## config.mk

```make
export PLATFORM = sky130hd
export DESIGN_NAME = cpu_trace_buffer
export DESIGN_NICKNAME = d
export VERILOG_FILES = /design/src/rtl/cpu_trace_pkg.sv /design/src/rtl/trace_ram.sv /design/src/rtl/cpu_trace_buffer.sv
export SDC_FILE = /design/constraint.sdc
export NUM_CORES = 1
export LEC_CHECK = 0
export CORE_MARGIN = 1.5
export CORE_UTILIZATION = 40
export CTS_BUF_LIST = sky130_fd_sc_hd__clkbuf_8
export CTS_CLUSTER_DIAMETER = 40
export DETAILED_ROUTE_END_ITERATION = 7
export GPL_TIMING_DRIVEN = 0
export HOLD_SLACK_MARGIN = 0.03
export PLACE_DENSITY = 0.56
export SYNTH_ARGS = -nofsm -noshare
export SYNTH_HDL_FRONTEND = slang
export SYNTH_SLANG_ARGS = --single-unit
```

## constraint.sdc

```tcl
create_clock -name clk -period 6 [get_ports clk]
set_clock_uncertainty 0.15 [all_clocks]
set_input_delay 0.9 -clock clk [delete_from_list [all_inputs] [get_ports clk]]
set_output_delay 0.9 -clock clk [all_outputs]
set_load 0.05 [all_outputs]
```

## src/rtl/cpu_trace_pkg.sv

```systemverilog
// Shared types and width helpers for the retire-trace capture unit.
package cpu_trace_pkg;

  typedef enum logic [1:0] {
    ST_IDLE    = 2'd0,
    ST_ARMED   = 2'd1,
    ST_CAPTURE = 2'd2,
    ST_DONE    = 2'd3
  } state_e;

  typedef enum logic {
    MODE_STOP = 1'b0,
    MODE_WRAP = 1'b1
  } mode_e;

  function automatic int ptr_width(input int depth);
    return $clog2(depth);
  endfunction

  function automatic int count_width(input int depth);
    return $clog2(depth + 1);
  endfunction

endpackage

```

## src/rtl/trace_ram.sv

```systemverilog
// Trace sample storage: one synchronous write port, one asynchronous read port.
module trace_ram
  import cpu_trace_pkg::*;
#(
  parameter int DEPTH = 16,
  parameter int WIDTH = 64
) (
  input  logic                        clk,
  input  logic                        we,
  input  logic [ptr_width(DEPTH)-1:0] waddr,
  input  logic [WIDTH-1:0]            wdata,
  input  logic [ptr_width(DEPTH)-1:0] raddr,
  output logic [WIDTH-1:0]            rdata
);

  logic [WIDTH-1:0] mem_r [DEPTH];

  // sample write; contents are intentionally not reset
  always_ff @(posedge clk) begin
    if (we) begin
      mem_r[waddr] <= wdata;
    end
  end

  assign rdata = mem_r[raddr];

endmodule

```

## src/rtl/cpu_trace_buffer.sv

```systemverilog
// Retire-trace capture: PC-triggered sampling of {PC, instr} into a ring
// buffer with stop-on-full or wrap modes, drained over a valid/ready port.
module cpu_trace_buffer
  import cpu_trace_pkg::*;
#(
  parameter int XLEN  = 32,
  parameter int ILEN  = 32,
  parameter int DEPTH = 16
) (
  input  logic                          clk,
  input  logic                          rst,
  input  logic [XLEN+ILEN-1:0]          debug_in,
  input  logic                          valid_in,
  input  logic                          arm,
  input  logic                          mode,
  input  logic                          trig_en,
  input  logic [XLEN-1:0]               trig_pc,
  input  logic                          stop,
  input  logic                          rd_ready,
  output logic                          rd_valid,
  output logic [XLEN+ILEN-1:0]          rd_data,
  output logic [$clog2(DEPTH+1)-1:0]    count,
  output logic [1:0]                    state_o,
  output logic                          triggered,
  output logic                          overflow
);

  localparam int DW = XLEN + ILEN;
  localparam int PW = ptr_width(DEPTH);
  localparam int CW = count_width(DEPTH);
  localparam logic [CW-1:0] CNT_ZERO = CW'(0);
  localparam logic [CW-1:0] CNT_ONE  = CW'(1);
  localparam logic [CW-1:0] CNT_FULL = CW'(DEPTH);
  localparam logic [PW-1:0] PTR_ZERO = PW'(0);
  localparam logic [PW-1:0] PTR_ONE  = PW'(1);

  state_e          state_r, state_s;
  mode_e           mode_r, mode_s;
  logic [PW-1:0]   wr_ptr_r, wr_ptr_s, rd_ptr_r, rd_ptr_s;
  logic [CW-1:0]   count_r, count_s;
  logic            triggered_r, triggered_s;
  logic            overflow_r, overflow_s;
  // remembers that STOP mode ended capture by filling, so late samples count as drops
  logic            full_done_r, full_done_s;
  logic            wr_en_s, hit_s, rd_fire_s;

  assign hit_s     = valid_in && (!trig_en || (debug_in[DW-1:ILEN] == trig_pc));
  assign rd_valid  = (state_r == ST_DONE) && (count_r != CNT_ZERO);
  assign rd_fire_s = rd_valid && rd_ready;

  // next-state, pointer and flag logic; priority arm > stop > write > read
  always_comb begin
    state_s     = state_r;
    mode_s      = mode_r;
    wr_ptr_s    = wr_ptr_r;
    rd_ptr_s    = rd_ptr_r;
    count_s     = count_r;
    triggered_s = triggered_r;
    overflow_s  = overflow_r;
    full_done_s = full_done_r;
    wr_en_s     = 1'b0;
    if (arm) begin
      state_s     = ST_ARMED;
      mode_s      = mode ? MODE_WRAP : MODE_STOP;
      wr_ptr_s    = PTR_ZERO;
      rd_ptr_s    = PTR_ZERO;
      count_s     = CNT_ZERO;
      triggered_s = 1'b0;
      overflow_s  = 1'b0;
      full_done_s = 1'b0;
    end else if (stop && ((state_r == ST_ARMED) || (state_r == ST_CAPTURE))) begin
      state_s = ST_DONE;
    end else begin
      case (state_r)
        ST_ARMED: begin
          if (hit_s) begin
            wr_en_s     = 1'b1;
            wr_ptr_s    = wr_ptr_r + PTR_ONE;
            count_s     = count_r + CNT_ONE;
            triggered_s = 1'b1;
            state_s     = ST_CAPTURE;
          end else begin
            state_s = ST_ARMED;
          end
        end
        ST_CAPTURE: begin
          if (valid_in && (count_r != CNT_FULL)) begin
            wr_en_s  = 1'b1;
            wr_ptr_s = wr_ptr_r + PTR_ONE;
            count_s  = count_r + CNT_ONE;
            if ((mode_r == MODE_STOP) && (count_r == (CNT_FULL - CNT_ONE))) begin
              state_s     = ST_DONE;
              full_done_s = 1'b1;
            end else begin
              state_s = ST_CAPTURE;
            end
          end else if (valid_in && (mode_r == MODE_WRAP)) begin
            // full ring: newest sample replaces oldest
            wr_en_s    = 1'b1;
            wr_ptr_s   = wr_ptr_r + PTR_ONE;
            rd_ptr_s   = rd_ptr_r + PTR_ONE;
            overflow_s = 1'b1;
          end else if (valid_in) begin
            overflow_s = 1'b1;
          end else begin
            wr_en_s = 1'b0;
          end
        end
        ST_DONE: begin
          if (valid_in && (mode_r == MODE_STOP) && full_done_r) begin
            overflow_s = 1'b1;
          end else begin
            overflow_s = overflow_r;
          end
          if (rd_fire_s) begin
            rd_ptr_s = rd_ptr_r + PTR_ONE;
            count_s  = count_r - CNT_ONE;
          end else begin
            rd_ptr_s = rd_ptr_r;
          end
        end
        ST_IDLE: begin
          state_s = ST_IDLE;
        end
        default: begin
          state_s = ST_IDLE;
        end
      endcase
    end
  end

  // control registers with synchronous active-low reset
  always_ff @(posedge clk) begin
    if (!rst) begin
      state_r     <= ST_IDLE;
      mode_r      <= MODE_STOP;
      wr_ptr_r    <= PTR_ZERO;
      rd_ptr_r    <= PTR_ZERO;
      count_r     <= CNT_ZERO;
      triggered_r <= 1'b0;
      overflow_r  <= 1'b0;
      full_done_r <= 1'b0;
    end else begin
      state_r     <= state_s;
      mode_r      <= mode_s;
      wr_ptr_r    <= wr_ptr_s;
      rd_ptr_r    <= rd_ptr_s;
      count_r     <= count_s;
      triggered_r <= triggered_s;
      overflow_r  <= overflow_s;
      full_done_r <= full_done_s;
    end
  end

  trace_ram #(
    .DEPTH (DEPTH),
    .WIDTH (DW)
  ) u_ram (
    .clk   (clk),
    .we    (wr_en_s),
    .waddr (wr_ptr_r),
    .wdata (debug_in),
    .raddr (rd_ptr_r),
    .rdata (rd_data)
  );

  assign count     = count_r;
  assign state_o   = state_r;
  assign triggered = triggered_r;
  assign overflow  = overflow_r;

endmodule

```

Word-level counts from Yosys, hierarchy flattened --
Memory sizes are Yosys's and may differ from the RTL's. A register that Yosys moved wholly into a read port is not among the register bits. Index checks and enable logic that the tools add are counted.
Word-level totals: flip-flop bits (word level) 19, bits in writable memories 1024, latch bits 0, memories 1, logic and storage cells 95, ROM bits 0
Cells by class: reductions and logical operators 28, multipliers 0, add/sub/neg operators 4, bitwise logic cells 3, div/mod/pow operators 0, shift operators 0, mux-type cells 34, equal/unequal tests 16, $lt $le $gt $ge 0
Memories:
- u_ram.mem_r | words 16, bits a word 64, read ports 1, clocked after memory_dff 1, write ports 1, RTL line trace_ram.sv:16 | logic [WIDTH-1:0] mem_r [DEPTH];
Operator list (count):
- equality test 32 bit | 1
- 2-to-1 mux 4 bit | 8
- case mux 4 bit (2 select lines) | 2
- 2-to-1 mux 5 bit | 3
- case mux 5 bit (3 select lines) | 1
- AND reduction 5 bit | 3
- 2-to-1 mux 1 bit | 14
- nonzero test 5 bit | 2
- logical AND 1 bit | 9
- adder 4 x 1 -> 4 bit, second input constant | 2
- AND reduction 4 bit | 2
- 2-to-1 mux 2 bit | 3
- != test 2 x 1 -> 1 bit, second input constant | 3
- != test 2 bit, second input constant | 3
- != test 3 x 1 -> 1 bit, second input constant | 2
- case mux 2 bit (3 select lines) | 1
- adder 5 x 1 -> 5 bit, second input constant | 1
- equality test 5 x 4 -> 1 bit, second input constant | 1
- != test 5 bit, second input constant | 1
- subtractor 5 x 1 -> 5 bit, second input constant | 1
- equality test 2 bit, second input constant | 2
- != test 4 x 2 -> 1 bit, second input constant | 1
- case mux 1 bit (2 select lines) | 2
- AND reduction 2 bit | 2
- other kinds (11) | 15

Depth between registers and ports, before layout --
depth after elaboration 9, gate-level depth with buffers 10, gate-level depth less buffers 9

By module --
Synthesis repeated with hierarchy kept, for this count alone.
Unflattened totals: cells, all modules 1783, area total of the unflattened synthesis 39950.8 um^2
Modules (own cells, without submodules):
- trace_ram | area an instance 38301.7 um^2, seq. area each 30749.5 um^2, instances 1, cells each 1583
- cpu_trace_buffer | area an instance 1649.1 um^2, seq. area each 380.4 um^2, instances 1, cells each 200

Least setup slack after synthesis --
Ideal clock, no wire load.
path kind input to register, start point input trig_pc[25], end point memory u_ram.mem_r[4][0], enable pin, setup slack 0.683 ns, buffers on the path 0, arrival 4.681 ns, stages on the path 6, setup time 0.487 ns, data required time 5.363 ns, cells stage by stage xor2_1 nor4_1 nand4_1 o211ai_1 nand3_1 nor2_1
Between the ends: cells in the longest elaborated chain, start to end 9
Ends and longest elaborated chain:
- start: declaration | RTL line cpu_trace_buffer.sv:17 | input logic [XLEN-1:0] trig_pc,
- equality test 32 bit | RTL line cpu_trace_buffer.sv:47 | assign hit_s = valid_in && (!trig_en || (debug_in[DW-1:ILEN] == trig_pc));
- logical OR 1 bit | RTL line cpu_trace_buffer.sv:47
- logical AND 1 bit | RTL line cpu_trace_buffer.sv:47
- 2-to-1 mux 1 bit | RTL line cpu_trace_buffer.sv:76 | if (hit_s) begin
- case mux 1 bit (2 select lines) | RTL line cpu_trace_buffer.sv:74 | case (state_r)
- 2-to-1 mux 1 bit | RTL line cpu_trace_buffer.sv:71 | end else if (stop && ((state_r == ST_ARMED) || (state_r == ST_CAPTURE))) begin
- 2-to-1 mux 1 bit | RTL line cpu_trace_buffer.sv:62 | if (arm) begin
- 2-to-1 mux 1 bit | RTL line trace_ram.sv:20 | if (we) begin
- 2-to-1 mux 1 bit (not written as such) | RTL line trace_ram.sv:21 | mem_r[waddr] <= wdata;
- end: declaration | RTL line trace_ram.sv:16
No other way between the ends.

==> results.py <==
metrics = {
    "timing": {
        "min_period_ps": 5480,
        "hold_viol": 0,
        "setup_viol": 0,
        "relSlewSlack_pct": 18.0,
        "worst_slack_ps": 515,
        "fmax_ghz": 0.182,
        "period_share_pct": 91.4,
        "rsz0062_at_grt": "no",
        "final_max_slew_viol_count": 0,
        "worstMarginPinSlew_ps": 1220,
    },
    "logic_synthesis": {
        "syn_inst": 1645,
        "ys_warn_count": 0,
        "syn_avg_cell_area_sq_um": 24.4,
        "synth-seq-cells": 1047,
        "seq_area_frac_synth_pct": 77.9,
        "yosysUniqueCellTypes": 44,
        "synthesis.area_sq_um": 40100,
        "synth_fp_nets": 1763,
    },
    "clocking": {
        "clockRootBuffer": "clkbuf_8",
        "cts_sinks": 1047,
        "cts_tree": "yes",
        "cts.repair.resized": 0,
        "cts_hold_buf": 0,
        "clock_latency_ps": 820,
        "cts_inserted_buffers": 178,
        "cts_buffer_depth": 3,
        "clk_pin_slew_worst_paths_ps": 60,
        "postCtsSetupBuffers": 0,
        "h-tree-depth": 4,
    },
    "critical_path": {
        "slowest_stage": "clkdlybuf4s50_1",
        "worstSetupPathType": "reg2out",
        "path_buf_inv": 4,
        "path_max_fanout": 10,
        "worst_setup_path_end_kind": "output port",
        "cp.arrival_ps": 4430,
        "required_ps": 4950,
        "r2r_slack_ps": 2220,
        "crit_path_max_incr_delay_ps": 880,
        "crit_family": "buffers and inverters",
        "worstSetupStartpointType": "flip-flop",
        "path_cells": "clkbuf_1 -> clkbuf_1 -> buf_2 -> mux4_2 -> mux4_2 -> clkdlybuf4s50_1",
    },
    "drt": {
        "dr.first_iter.drc_count": 1834,
        "postRouteAntennaNets": 0,
        "drc": 0,
        "routedWlPerCell_um": 28.4,
        "drt_first_pass_iters": 5,
        "viasPerCell": 5.51,
        "dr_total_vias": 19172,
        "totalWireLength_mm": 98.9,
    },
    "run_status": {
        "status": "complete, no violations",
    },
    "floorplan": {
        "die_w_um": 320,
        "ioPinCount": 178,
        "rows": 115,
        "die-area_sq_um": 102000,
        "start_util_pct": 40.5,
        "die_y_um": 320,
        "core_sq_um": 98900,
    },
    "grt": {
        "grt_use_met1_pct": 26.9,
        "gr-total-overflow": 0,
        "grt_pass1_wl_mm": 142,
        "antenna_found_initial": 8,
        "grt_max_degree": 22,
        "grt_pass1_vias": 20401,
        "track_usage_pct": 19.6,
        "gr-max-usage-layer": "met2",
        "met2_usage_pct": 31.7,
        "met3_usage_pct": 4.07,
    },
    "place": {
        "port_buffers": 177,
        "placement.cell_area_sq_um": 44600,
        "place_ws_ps": -233,
        "place.gp.congestion": 0.768,
        "dp_hpwl_mm": 62.9,
    },
    "cells_and_area": {
        "drive_gt1_share_pct": 29.1,
        "final_cell_mix": "edfxtp_1 (1024), mux4_2 (320), clkbuf_8 (185)",
        "fill_cells": 8060,
        "layout_commonest_cell": "edfxtp_1",
        "nNetsFinal": 2168,
        "utilization_pct": 48.4,
        "fin_area_sq_um": 47900,
        "syn2layout_area_growth_pct": 19.5,
    },
    "min_path": {
        "worstHoldPathType": "reg2reg",
    },
    "run": {
        "drv_cap": 0,
    },
    "power_and_ir_drop": {
        "ir_worst_vdd_uv": 154,
        "cellLeakagePower_nw": 14.6,
        "p_total_mw": 14.5,
        "p_per_area_nw_per_um2": 302,
    },
}
-- through the flow --
stage | instances | hold slack [ps] | TNS (ps)
finish | 3482 | 313 | 0
detailed placement | 3157 | 311 | -26960
global placement | 3109 | 303 | -5361290
floorplan | 1645 | 276 | 0
CTS | 3477 | 319 | 0
global route | 3480 | 326 | 0
-- final cells by class --
type	instances	area, sq um	area share (%)
Tap cell	1287	1610	3.36
Multi-Input combinational cell	510	8620	18.0
Timing Repair Buffer	225	2790	5.83
Antenna cell	5	12.5	0.0261
Buffer	75	313	0.653
Inverter	13	48.8	0.102
Clock inverter	135	728	1.52
Clock buffer	185	2550	5.32
Sequential cell	1047	31200	65.2
-- synthesized netlist by cell type --
library cell | instances | area, sq um
edfxtp_1 | 1024 | 30700
mux4_2 | 320 | 7210
clkbuf_1 | 42 | 158
xor2_1 | 34 | 298
nor2_1 | 30 | 113
buf_2 | 25 | 125
dfxtp_1 | 23 | 460
a21oi_1 | 14 | 70.1
ha_1 | 13 | 163
inv_1 | 13 | 48.8
o21ai_0 | 11 | 55.1
nor4_1 | 10 | 62.6
nand2_1 | 9 | 33.8
buf_1 | 8 | 30.0
nand3_1 | 8 | 40.0
nor3_1 | 8 | 40.0
nand4_1 | 7 | 43.8
nor2b_1 | 4 | 25.0
or3_1 | 4 | 25.0
a21o_1 | 3 | 22.5
o31ai_1 | 3 | 22.5
a31oi_1 | 2 | 12.5
and2_1 | 2 | 12.5
and4_1 | 2 | 17.5
mux2i_1 | 2 | 20.0
nand2b_1 | 2 | 12.5
nand4b_1 | 2 | 17.5
o211ai_1 | 2 | 15.0
or4_1 | 2 | 15.0
xnor2_1 | 2 | 17.5
a211oi_1 | 1 | 7.51
a211oi_4 | 1 | 20.0
a221o_1 | 1 | 10.0
a221oi_1 | 1 | 8.76
a41o_1 | 1 | 10.0
a41oi_1 | 1 | 8.76
fa_1 | 1 | 20.0
nand3b_1 | 1 | 7.51
o21a_1 | 1 | 7.51
o21ai_1 | 1 | 5.00
o21ai_2 | 1 | 8.76
o32a_1 | 1 | 10.0
o41ai_1 | 1 | 8.76
or4_4 | 1 | 11.3
-- tightest hold or removal path, cell delays in order (launching register included) --
cell     delay [ps]
dfxtp_1         300
inv_1            60
a21oi_1          60
-- path summary, 6_finish.rpt --
check | endpoint | start | cells past startpoint
worst max register to register | u_ram.mem_r[15][12] | state_o[0] | 8
worst max-delay path | rd_data[51] | flip-flop | 6
worst min register to register | full_done_r | full_done_r | 2
worst min-delay path | full_done_r | full_done_r | 2
-- state kept, by name, summed over array words and instances, names as in the netlist, named ones only --
name and flops:
rd_ptr_r 4, overflow 1, triggered 1, u_ram.mem_r 1024
full_done_r 1, mode_r 1, count 5, state_o 2
wr_ptr_r 4
-- where the power goes --
| part | switching, mW | total [mW] | internal [mW] | leakage, nW |
|---|---|---|---|---|
| logic | 0.358 | 0.561 | 0.203 | 3.35 |
| clock network | 2.85 | 5.86 | 3.01 | 1.88 |
| registers | 0.0112 | 8.06 | 8.05 | 9.39 |
-- metal layers --
metal	vias up	part of all wire (%)
li1	8000	-
met1	10306	42
met2	699	49
met3	159	6.5
met4	8	2.3
met5	-	0.056
-- logic make-up after synthesis --
group           share of synthesized area (%)
flops                                    77.9
mux                                      18.0
simple gates                             1.19
buf+inv                                 0.902
compound gates                          0.756
xor+xnor                                0.787
fa+ha+maj                               0.456
Note: power is estimated with default switching activity, not from simulation.
